**src/rtl/rect_pkg.sv**
```systemverilog
// Shared types and constants for the multi-box rectangle overlay.
// The optional RECT_BLINK_EN build lives in rect_overlay_multi.sv.
package rect_pkg;
   localparam int AW_DEF    = 10;
   localparam int PW_DEF    = 10;
   localparam int THICK_MAX = 15;
   localparam int LATENCY   = 2;

   typedef struct packed {
      logic [AW_DEF-1:0] top;
      logic [AW_DEF-1:0] bottom;
      logic [AW_DEF-1:0] left;
      logic [AW_DEF-1:0] right;
      logic              en;
   } box_t;
endpackage

```
**src/rtl/rect_hit.sv**
```systemverilog
// Combinational border test for one box; inclusive bounds, no wrap.
module rect_hit
   import rect_pkg::*;
#(
   parameter int AW    = AW_DEF,
   parameter int THICK = 4
) (
   input  logic [AW-1:0] i_row,
   input  logic [AW-1:0] i_col,
   input  box_t          i_box,
   output logic          o_hit
);
   localparam int AW1 = AW + 1;

   logic [AW1-1:0] w_r, w_c, w_t, w_b, w_l, w_rt, w_th;
   logic           w_inside, w_edge;

   assign w_r  = AW1'(i_row);
   assign w_c  = AW1'(i_col);
   assign w_t  = AW1'(i_box.top);
   assign w_b  = AW1'(i_box.bottom);
   assign w_l  = AW1'(i_box.left);
   assign w_rt = AW1'(i_box.right);
   assign w_th = AW1'(THICK);

   // An inverted box fails the range test on its own, so it draws nothing.
   assign w_inside = i_box.en && (w_t <= w_b) && (w_l <= w_rt) &&
                     (w_r >= w_t) && (w_r <= w_b) && (w_c >= w_l) && (w_c <= w_rt);

   // "x > hi-THICK" rewritten as "x+THICK > hi" keeps everything non-negative.
   assign w_edge = (w_r < w_t + w_th) || (w_r + w_th > w_b) ||
                   (w_c < w_l + w_th) || (w_c + w_th > w_rt);

   assign o_hit = w_inside && w_edge;
endmodule

```
**src/rtl/rect_overlay_multi.sv**
```systemverilog
// Draws up to NUM_BOX rectangle outlines on a pixel stream, 2-cycle latency.
// Define RECT_BLINK_EN to add the blink_mask input and a 6-bit frame counter.
module rect_overlay_multi
   import rect_pkg::*;
#(
   parameter int             NUM_BOX  = 4,
   parameter int             AW       = AW_DEF,
   parameter int             PW       = PW_DEF,
   parameter int             THICK    = 4,
   parameter logic [PW-1:0]  LINE_VAL = '0
) (
   input  logic               clk,
   input  logic               rst,
   input  logic               in_valid,
   input  logic [AW-1:0]      Row,
   input  logic [AW-1:0]      Col,
   input  logic [PW-1:0]      GRAY2BW,
   input  logic               wr_en,
   input  logic [2:0]         wr_idx,
   input  logic [2*AW-1:0]    wr_row,
   input  logic [2*AW-1:0]    wr_col,
   input  logic               wr_box_en,
`ifdef RECT_BLINK_EN
   input  logic [NUM_BOX-1:0] blink_mask,
`endif
   output logic               out_valid,
   output logic [PW-1:0]      oBWrgb,
   output logic [NUM_BOX-1:0] active_mask
);
   logic               w_commit;
   box_t               r_shadow [NUM_BOX];
   box_t               r_active [NUM_BOX];
   logic               r_pend   [NUM_BOX];
   box_t               w_box    [NUM_BOX];
   logic [NUM_BOX-1:0] w_hit;
   logic [NUM_BOX-1:0] w_draw;
   logic [NUM_BOX-1:0] r_hit_s1;
   logic [PW-1:0]      r_pix_s1;
   logic [PW-1:0]      r_out;
   logic [LATENCY:1]   r_vld_pipe;

   assign w_commit = in_valid && (Row == '0) && (Col == '0);

`ifdef RECT_BLINK_EN
   // Starts at all-ones so the first commit after reset begins frame 0.
   logic [5:0] r_frame_cnt;
   logic [5:0] w_frame;

   always_ff @(posedge clk or negedge rst) begin
      if (!rst)          r_frame_cnt <= '1;
      else if (w_commit) r_frame_cnt <= r_frame_cnt + 6'd1;
   end

   assign w_frame = w_commit ? r_frame_cnt + 6'd1 : r_frame_cnt;
   assign w_draw  = ~(blink_mask & {NUM_BOX{w_frame[5]}});
`else
   assign w_draw  = '1;
`endif

   generate
      for (genvar g = 0; g < NUM_BOX; g++) begin : g_box
         // The commit pixel already sees the freshly committed box.
         assign w_box[g]       = (w_commit && r_pend[g]) ? r_shadow[g] : r_active[g];
         assign active_mask[g] = r_active[g].en;

         // A write landing on the commit cycle wins the pending flag back.
         always_ff @(posedge clk or negedge rst) begin
            if (!rst) begin
               r_shadow[g] <= '0;
               r_active[g] <= '0;
               r_pend[g]   <= 1'b0;
            end else begin
               if (w_commit && r_pend[g]) begin
                  r_active[g] <= r_shadow[g];
                  r_pend[g]   <= 1'b0;
               end
               if (wr_en && (wr_idx == 3'(g))) begin
                  r_shadow[g] <= '{top:    wr_row[AW-1:0],  bottom: wr_row[2*AW-1:AW],
                                   left:   wr_col[AW-1:0],  right:  wr_col[2*AW-1:AW],
                                   en:     wr_box_en};
                  r_pend[g]   <= 1'b1;
               end
            end
         end

         rect_hit #(.AW(AW), .THICK(THICK)) u_hit (
            .i_row (Row),
            .i_col (Col),
            .i_box (w_box[g]),
            .o_hit (w_hit[g])
         );
      end
   endgenerate

   always_ff @(posedge clk or negedge rst) begin
      if (!rst) begin
         r_hit_s1   <= '0;
         r_pix_s1   <= '0;
         r_out      <= '0;
         r_vld_pipe <= '0;
      end else begin
         r_hit_s1   <= w_hit & w_draw;
         r_pix_s1   <= GRAY2BW;
         r_vld_pipe <= {r_vld_pipe[LATENCY-1:1], in_valid};
         // Output holds its last value across invalid slots.
         if (r_vld_pipe[1]) r_out <= (|r_hit_s1) ? LINE_VAL : r_pix_s1;
      end
   end

   assign oBWrgb    = r_out;
   assign out_valid = r_vld_pipe[LATENCY];
endmodule

```
**config.mk**
```make
export PLATFORM = sky130hd
export DESIGN_NAME = rect_overlay_multi
export DESIGN_NICKNAME = d
export VERILOG_FILES = /design/src/rtl/rect_pkg.sv /design/src/rtl/rect_hit.sv /design/src/rtl/rect_overlay_multi.sv
export SDC_FILE = /design/constraint.sdc
export NUM_CORES = 1
export LEC_CHECK = 0
export BUFFER_PORTS_ARGS = -buffer_cell sky130_fd_sc_hd__buf_4
export CAP_MARGIN = 25
export CORE_MARGIN = 1
export CORE_UTILIZATION = 50
export DETAILED_ROUTE_END_ITERATION = 16
export HOLD_SLACK_MARGIN = 0.03
export MAX_ROUTING_LAYER = met4
export PLACE_DENSITY = 0.67
export SYNTH_ARGS = -nofsm -noshare
export SYNTH_HDL_FRONTEND = slang
export SYNTH_SLANG_ARGS = --single-unit
```
**constraint.sdc**
```tcl
create_clock -name clk -period 4.7 [get_ports clk]
set_input_delay 0.235 -clock clk [delete_from_list [all_inputs] [get_ports clk]]
set_output_delay 0.235 -clock clk [all_outputs]
set_load 0.05 [all_outputs]
```
* Yosys cells after proc, flatten, opt, wreduce, memory -nomap -nowiden
Index checks and enable logic that the tools add are counted.
** Storage, ports and cells
- Register bits after elaboration :: 358
- Bits of input ports :: 78
- Output and inout port bits :: 15
** Cells by class
- $add $sub $neg :: 10
- Magnitude comparators :: 40
- Equality and inequality tests :: 3
- Multiplexer cells :: 13
- Reductions and logical operators :: 58
** Operators by type and width (number)
- 41-bit two-way mux :: 4
- 10-bit less-or-equal comparator :: 16
- 10-bit by 3-bit adder with 11-bit output, second input constant :: 10
- 11-bit by 10-bit greater-than comparator with 1-bit output :: 8
- 10-bit by 11-bit < comparator with 1-bit output :: 8
- 10-bit >= comparator :: 8
- 1-bit logical AND :: 38
- 10-bit zero test :: 2
- 1-bit logical OR :: 12
- 10-bit two-way mux :: 1
- 1-bit two-way mux :: 8
- 2-bit nonzero test :: 4
- 3-bit by 2-bit == test with 1-bit output, second input constant :: 2
- 4-bit OR reduction :: 1
- 3-bit by 1-bit == test with 1-bit output, second input constant :: 1
- 3-bit zero test :: 1

* Longest topological paths before layout
- Word-level depth :: 13
- Gate-level depth with buffers :: 22
- Gate-level depth less buffers :: 19

* Hierarchy
A second synthesis with hierarchy kept.
** Unflattened totals
- Cell total of the unflattened synthesis :: 2144
- Area total of the unflattened synthesis :: 23907.9 um^2
** Modules (own cells, without submodules)
- rect_overlay_multi :: times used 1, cells each 778, area an instance 13380.3 um^2, seq. area each 8958.6 um^2
- rect_hit at g_box[0].u_hit :: times used 1, cells each 344, area an instance 2645.0 um^2, seq. area each 0.0 um^2
- rect_hit at g_box[1].u_hit :: times used 1, cells each 343, area an instance 2628.8 um^2, seq. area each 0.0 um^2
- rect_hit at g_box[2].u_hit :: times used 1, cells each 338, area an instance 2627.5 um^2, seq. area each 0.0 um^2
- rect_hit at g_box[3].u_hit :: times used 1, cells each 341, area an instance 2626.3 um^2, seq. area each 0.0 um^2

* Worst setup path before layout
OpenSTA, ideal clock, no wires.
- Path type :: input to register
- From :: in Col[2]
- To :: reg r_hit_s1[2]
- Setup time :: 0.128 ns
- Arrival :: 4.313 ns
- Required time :: 4.572 ns
- Slack :: 0.259 ns
- Stages on the path :: 22
- Buffers on the path :: 5
- Cell sequence :: inv_1 -> ha_1 -> nor4b_2 -> and4_1 -> buf_6 -> nand2_1 -> buf_2 -> buf_2 -> buf_1 -> clkbuf_1 -> nand2_1 -> nand2_1 -> ha_1 -> nand2b_1 -> a211oi_1 -> nor2_1 -> a311o_1 -> a31oi_1 -> a31oi_1 -> maj3_1 -> a31oi_1 -> nor4b_1
** RTL lines
- start: declaration :: line rect_overlay_multi.sv:16 : input logic [AW-1:0] Col,
- end signal: assignment :: line rect_overlay_multi.sv:102 : r_hit_s1 <= w_hit & w_draw;
- end: declaration :: line rect_overlay_multi.sv:37 : logic [NUM_BOX-1:0] r_hit_s1;

==> results.txt <==
The worst setup path is launched from an input port. The final cell utilization of the core came out at 0.591. Of the total power, the share spent switching nets is 0.266. The first-pass iteration count of the detailed router came out at 5. The site row count came out at 78. The die is 217 um wide. The total of max-cap violations is 0. The number of enable flip-flop cells after synthesis is 0. Before CTS, the worst setup slack after placement is -0.106 ns.

On the final layout, the worst clock skew is 0.00986 ns. The setup violation total in the final timing report is 0. The transition at the pin with the smallest max-transition slack came out at 0.901 ns. The total count of hold-check failures in the final report came out at 0. Counting both buffers and inverters, the worst setup path holds a total of 4.

For this configuration, the core starts out at a cell density of 0.508. The data arrival time of the critical path is 4.74 ns. The wire length of the first global-routing pass is 103,000 um. Once the clock tree was built, the setup fixing pass inserted 0 buffers. Cell internal power was estimated by the tool at 5.85 mW. The clock period could shrink to 4.30 ns. The classification of the worst setup path is input port to flip-flop. The tightest min-delay check is of the input port to flip-flop type. The average instance area after synthesis is 10.5 um^2. TritonCTS built the clock tree. The number of gates resized after CTS was 0. The total wirelength of the detailed-routed design came out at 66,600 um. The count of cell types in the netlist is 75. The number of cells on the worst reg-to-reg path is 16. The setup TNS came out at 0 ns.

The clock power share came out at 0.403. The flow ran to the end, and the final reports show no timing, DRC or antenna violations. The power per standard cell area came out at 296 mW/mm^2. The via count of the first global-routing pass is 17.7k.

The post-synthesis cell count came out at 2,205. The count of boundary I/O pins came out at 93. The via count of the routed design is 17.5k. The signal on the critical path passes through buf_4, nor3_1, and4_1, buf_4, and3_1, buf_12, mux2i_1, inv_1, nand3_1, or3_1, nor3_1, xnor2_1, ha_1, o21a_1, o22a_1, o311ai_0, a21oi_1, a31oi_1, and4_1. Dividing the final minimum period by the clock period gives 0.915. The cell with the largest stage delay on the worst path is sky130_fd_sc_hd__nor3_1.

Static timing analysis puts the maximum clock frequency at 233 MHz. The largest incremental delay on the critical path came out at 0.74 ns. The cell at the root of the clock tree is sky130_fd_sc_hd__clkbuf_16. Of the cells placed in the final design, the portion with a size suffix greater than 1 is 0.171. Setup repair after global routing left no endpoint under its margin. The count of warnings emitted by yosys is 0. The clock slew seen by the registers of the worst setup and hold paths is 0.06 ns. The leakage component of the power came out at 13.9 nW. At the worst endpoint, the required time is 5.14 ns. The chip height came out at 217 um. The number of slew-limit violations in the final report was 0. The CTS sink count came out at 358.

The H-tree was split into 2 levels. The net switching power came out at 2.12 mW. The proportion of register bits with asynchronous set or reset after synthesis came out at 1.00. The netlist area before placement came out at 0.0232 mm^2. STA classifies the critical path endpoint as a flip-flop. Of the total power, combinational logic draws 0.141. The aggregate global routing overflow is 0. In the final routed layout, each cell accounts on average for 21.9 um. The routed via count divided by cell count is 5.73. The TritonCTS buffer count is 40. Including well taps, the total number of placed cells is 2,921. The count of port buffers added during placement came out at 92. The number of antenna cells inserted came out at 0. Counting along the longest clock path gives a buffer depth of 3. The later-pin clock latency in the skew report came out at 0.57 ns.

For this run, the register share of the synthesized area comes to 0.387. The share of total power dissipated in sequential elements is 0.457. The cell family contributing the most delay on the critical path is simple AND/OR/NAND/NOR gates. The highest ir drop seen on vdd is 0.000257 V. The layout net count came out at 2,853. The placeable core region is 0.0456 mm^2. The remaining antenna violation count came out at 0. For this block, the initial DRC count from the detailed router was 1,109. The HPWL after detailed placement came out at 50,100 um. The most used flip-flop cell after synthesis is sky130_fd_sc_hd__dfrtp_1. The final worst slack came out at 0.400 ns. The initial antenna violation count is 0. Along the worst path, the maximum fanout reaches 21. The growth of design area from synthesis to finish is 16.2%. The number of cells on the worst hold path came out at 2. The total routing usage reported by global routing is 0.297.

The cell depth of the worst setup path came out at 19. The pin count of the biggest net entering global routing came out at 113. The routability congestion estimate from global placement came out at 0.970.

The number of non-filler instances in the completed layout is 3,045. The number of nets in the synthesized netlist is 2,643. The post-synthesis sequential element count is 358. The die covers 0.0472 mm^2. The number of remaining DRC errors is 0. In this run the tightest slew margin relative to its limit is 0.395.
## cell usage after synthesis (all sizes together), types with 23 or more instances
master  instances  area share
nor3           37      0.0085
nand3          51       0.011
mux2i         128       0.056
buf            28      0.0072
clkbuf         27      0.0044
dfrtp         358        0.39
o21ai          84       0.018
mux2          160       0.078
nand2         200       0.032
a21o           62       0.020
xnor2          57       0.022
inv           198       0.032
nor2           56      0.0092
a21oi          92       0.020
ha            360        0.19
nor2b          23      0.0062
nand4          29      0.0078
o21a           32       0.010
## cell families after synthesis
family / Yosys count / share of synthesized area
compound gates: 378 / 0.106
flops: 358 / 0.387
fa+ha+maj: 371 / 0.199
xor+xnor: 76 / 0.0287
simple gates: 481 / 0.103
buf+inv: 253 / 0.0437
mux: 288 / 0.134
## flip-flops by register name (all words and copies together) (netlist names)
name	count
r_pix_s1	10
r_hit_s1	4
active_mask	4
oBWrgb	10
r_active	160
r_pend	4
r_vld_pipe	2
r_shadow	164
## through the flow
| step | total power [mW] | cell area, um^2 | hold WS, ns |
|---|---|---|---|
| floorplan | 4.27 | 23200 | -0.0606 |
| global placement | 4.73 | 25100 | 0.266 |
| detailed placement | 4.77 | 25100 | 0.259 |
| CTS | 8.04 | 26900 | 0.0700 |
| global route | 8.28 | 26900 | 0.0640 |
| finish | 7.97 | 26900 | 0.0787 |
## worst reg2reg max path: cells and delay by family, from the launching register on
family | cells | cell delay [ns]
multiplexers | 1 | 0.51
AND/OR/NAND/NOR | 6 | 1.11
adder cells (fa/ha/maj) | 1 | 0.36
AO/OA/AOI/OAI | 6 | 1.19
flip-flops | 1 | 0.34
buffers and inverters | 2 | 0.43
## path summary, 6_finish.rpt
path / end / slack (ns) / from
min: r_shadow[41] / 0.08 / wr_box_en
min reg2reg: oBWrgb[3] / 0.45 / r_pix_s1[3]
max reg2reg: r_hit_s1[2] / 0.64 / r_pend[1]
max: r_hit_s1[3] / 0.40 / Row[8]
min in group asynchronous: r_shadow[65] / 0.23 / rst
max in group asynchronous: r_active[125] / 3.31 / rst
## cell usage in the layout (no fill, tap or decap), types with 6 or more instances in the layout
| cell type | count |
|---|---|
| sky130_fd_sc_hd__xnor2_1 | 57 |
| sky130_fd_sc_hd__dfrtp_1 | 358 |
| sky130_fd_sc_hd__clkbuf_16 | 41 |
| sky130_fd_sc_hd__a21oi_1 | 92 |
| sky130_fd_sc_hd__nand2b_1 | 22 |
| sky130_fd_sc_hd__ha_1 | 360 |
| sky130_fd_sc_hd__dlygate4sd3_1 | 52 |
| sky130_fd_sc_hd__nor3_1 | 36 |
| sky130_fd_sc_hd__nor2_1 | 55 |
| sky130_fd_sc_hd__mux2i_1 | 127 |
| sky130_fd_sc_hd__a21o_1 | 62 |
| sky130_fd_sc_hd__o211ai_1 | 21 |
| sky130_fd_sc_hd__mux2_2 | 160 |
| sky130_fd_sc_hd__a211oi_1 | 13 |
| sky130_fd_sc_hd__inv_1 | 197 |
| sky130_fd_sc_hd__o21bai_1 | 6 |
| sky130_fd_sc_hd__a31oi_1 | 15 |
| sky130_fd_sc_hd__and3_1 | 15 |
| sky130_fd_sc_hd__nand3_1 | 48 |
| sky130_fd_sc_hd__xor2_1 | 19 |
| sky130_fd_sc_hd__maj3_1 | 11 |
| sky130_fd_sc_hd__nand2_1 | 199 |
| sky130_fd_sc_hd__or4_1 | 6 |
| sky130_fd_sc_hd__nand4_1 | 29 |
| sky130_fd_sc_hd__clkinv_2 | 9 |
| sky130_fd_sc_hd__nor2b_1 | 23 |
| sky130_fd_sc_hd__buf_12 | 6 |
| sky130_fd_sc_hd__o21a_1 | 32 |
| sky130_fd_sc_hd__o21ai_0 | 83 |
| sky130_fd_sc_hd__or3_1 | 8 |
| sky130_fd_sc_hd__a221oi_1 | 6 |
| sky130_fd_sc_hd__buf_4 | 164 |
| sky130_fd_sc_hd__clkbuf_8 | 8 |
## power by group through the flow
stage | registers, mW | logic (mW) | clock network (mW)
after floorplan | 3.63 | 0.643 | 0
after global placement | 3.67 | 1.05 | 0
after detailed placement | 3.69 | 1.09 | 0
after CTS | 3.63 | 1.13 | 3.28
after global routing | 3.67 | 1.24 | 3.37
final | 3.64 | 1.12 | 3.21
## layout make-up
class	instances	area (um^2)
tap	600	751
fill	3839	18700
clock inverter	18	183
clock buffer	54	1150
sequential	358	8960
multi-input combinational	1594	13200
timing repair buffer	223	1890
inverter	198	743
## per-layer routing
metal	global-route usage	routed length [um]	share of wire	up-vias
met5	-	0	0	-
met1	0.372	29200	0.44	8610
li1	-	-	-	8308
met2	0.496	32200	0.48	411
met4	0.120	2810	0.042	0
met3	0.0263	2340	0.035	133
## timing repair
item	CTS	global route
hold endpoints to repair	253	0
endpoints found under the setup margin	0	0
hold buffers	52	0
Power figures use the tool's default switching activity.
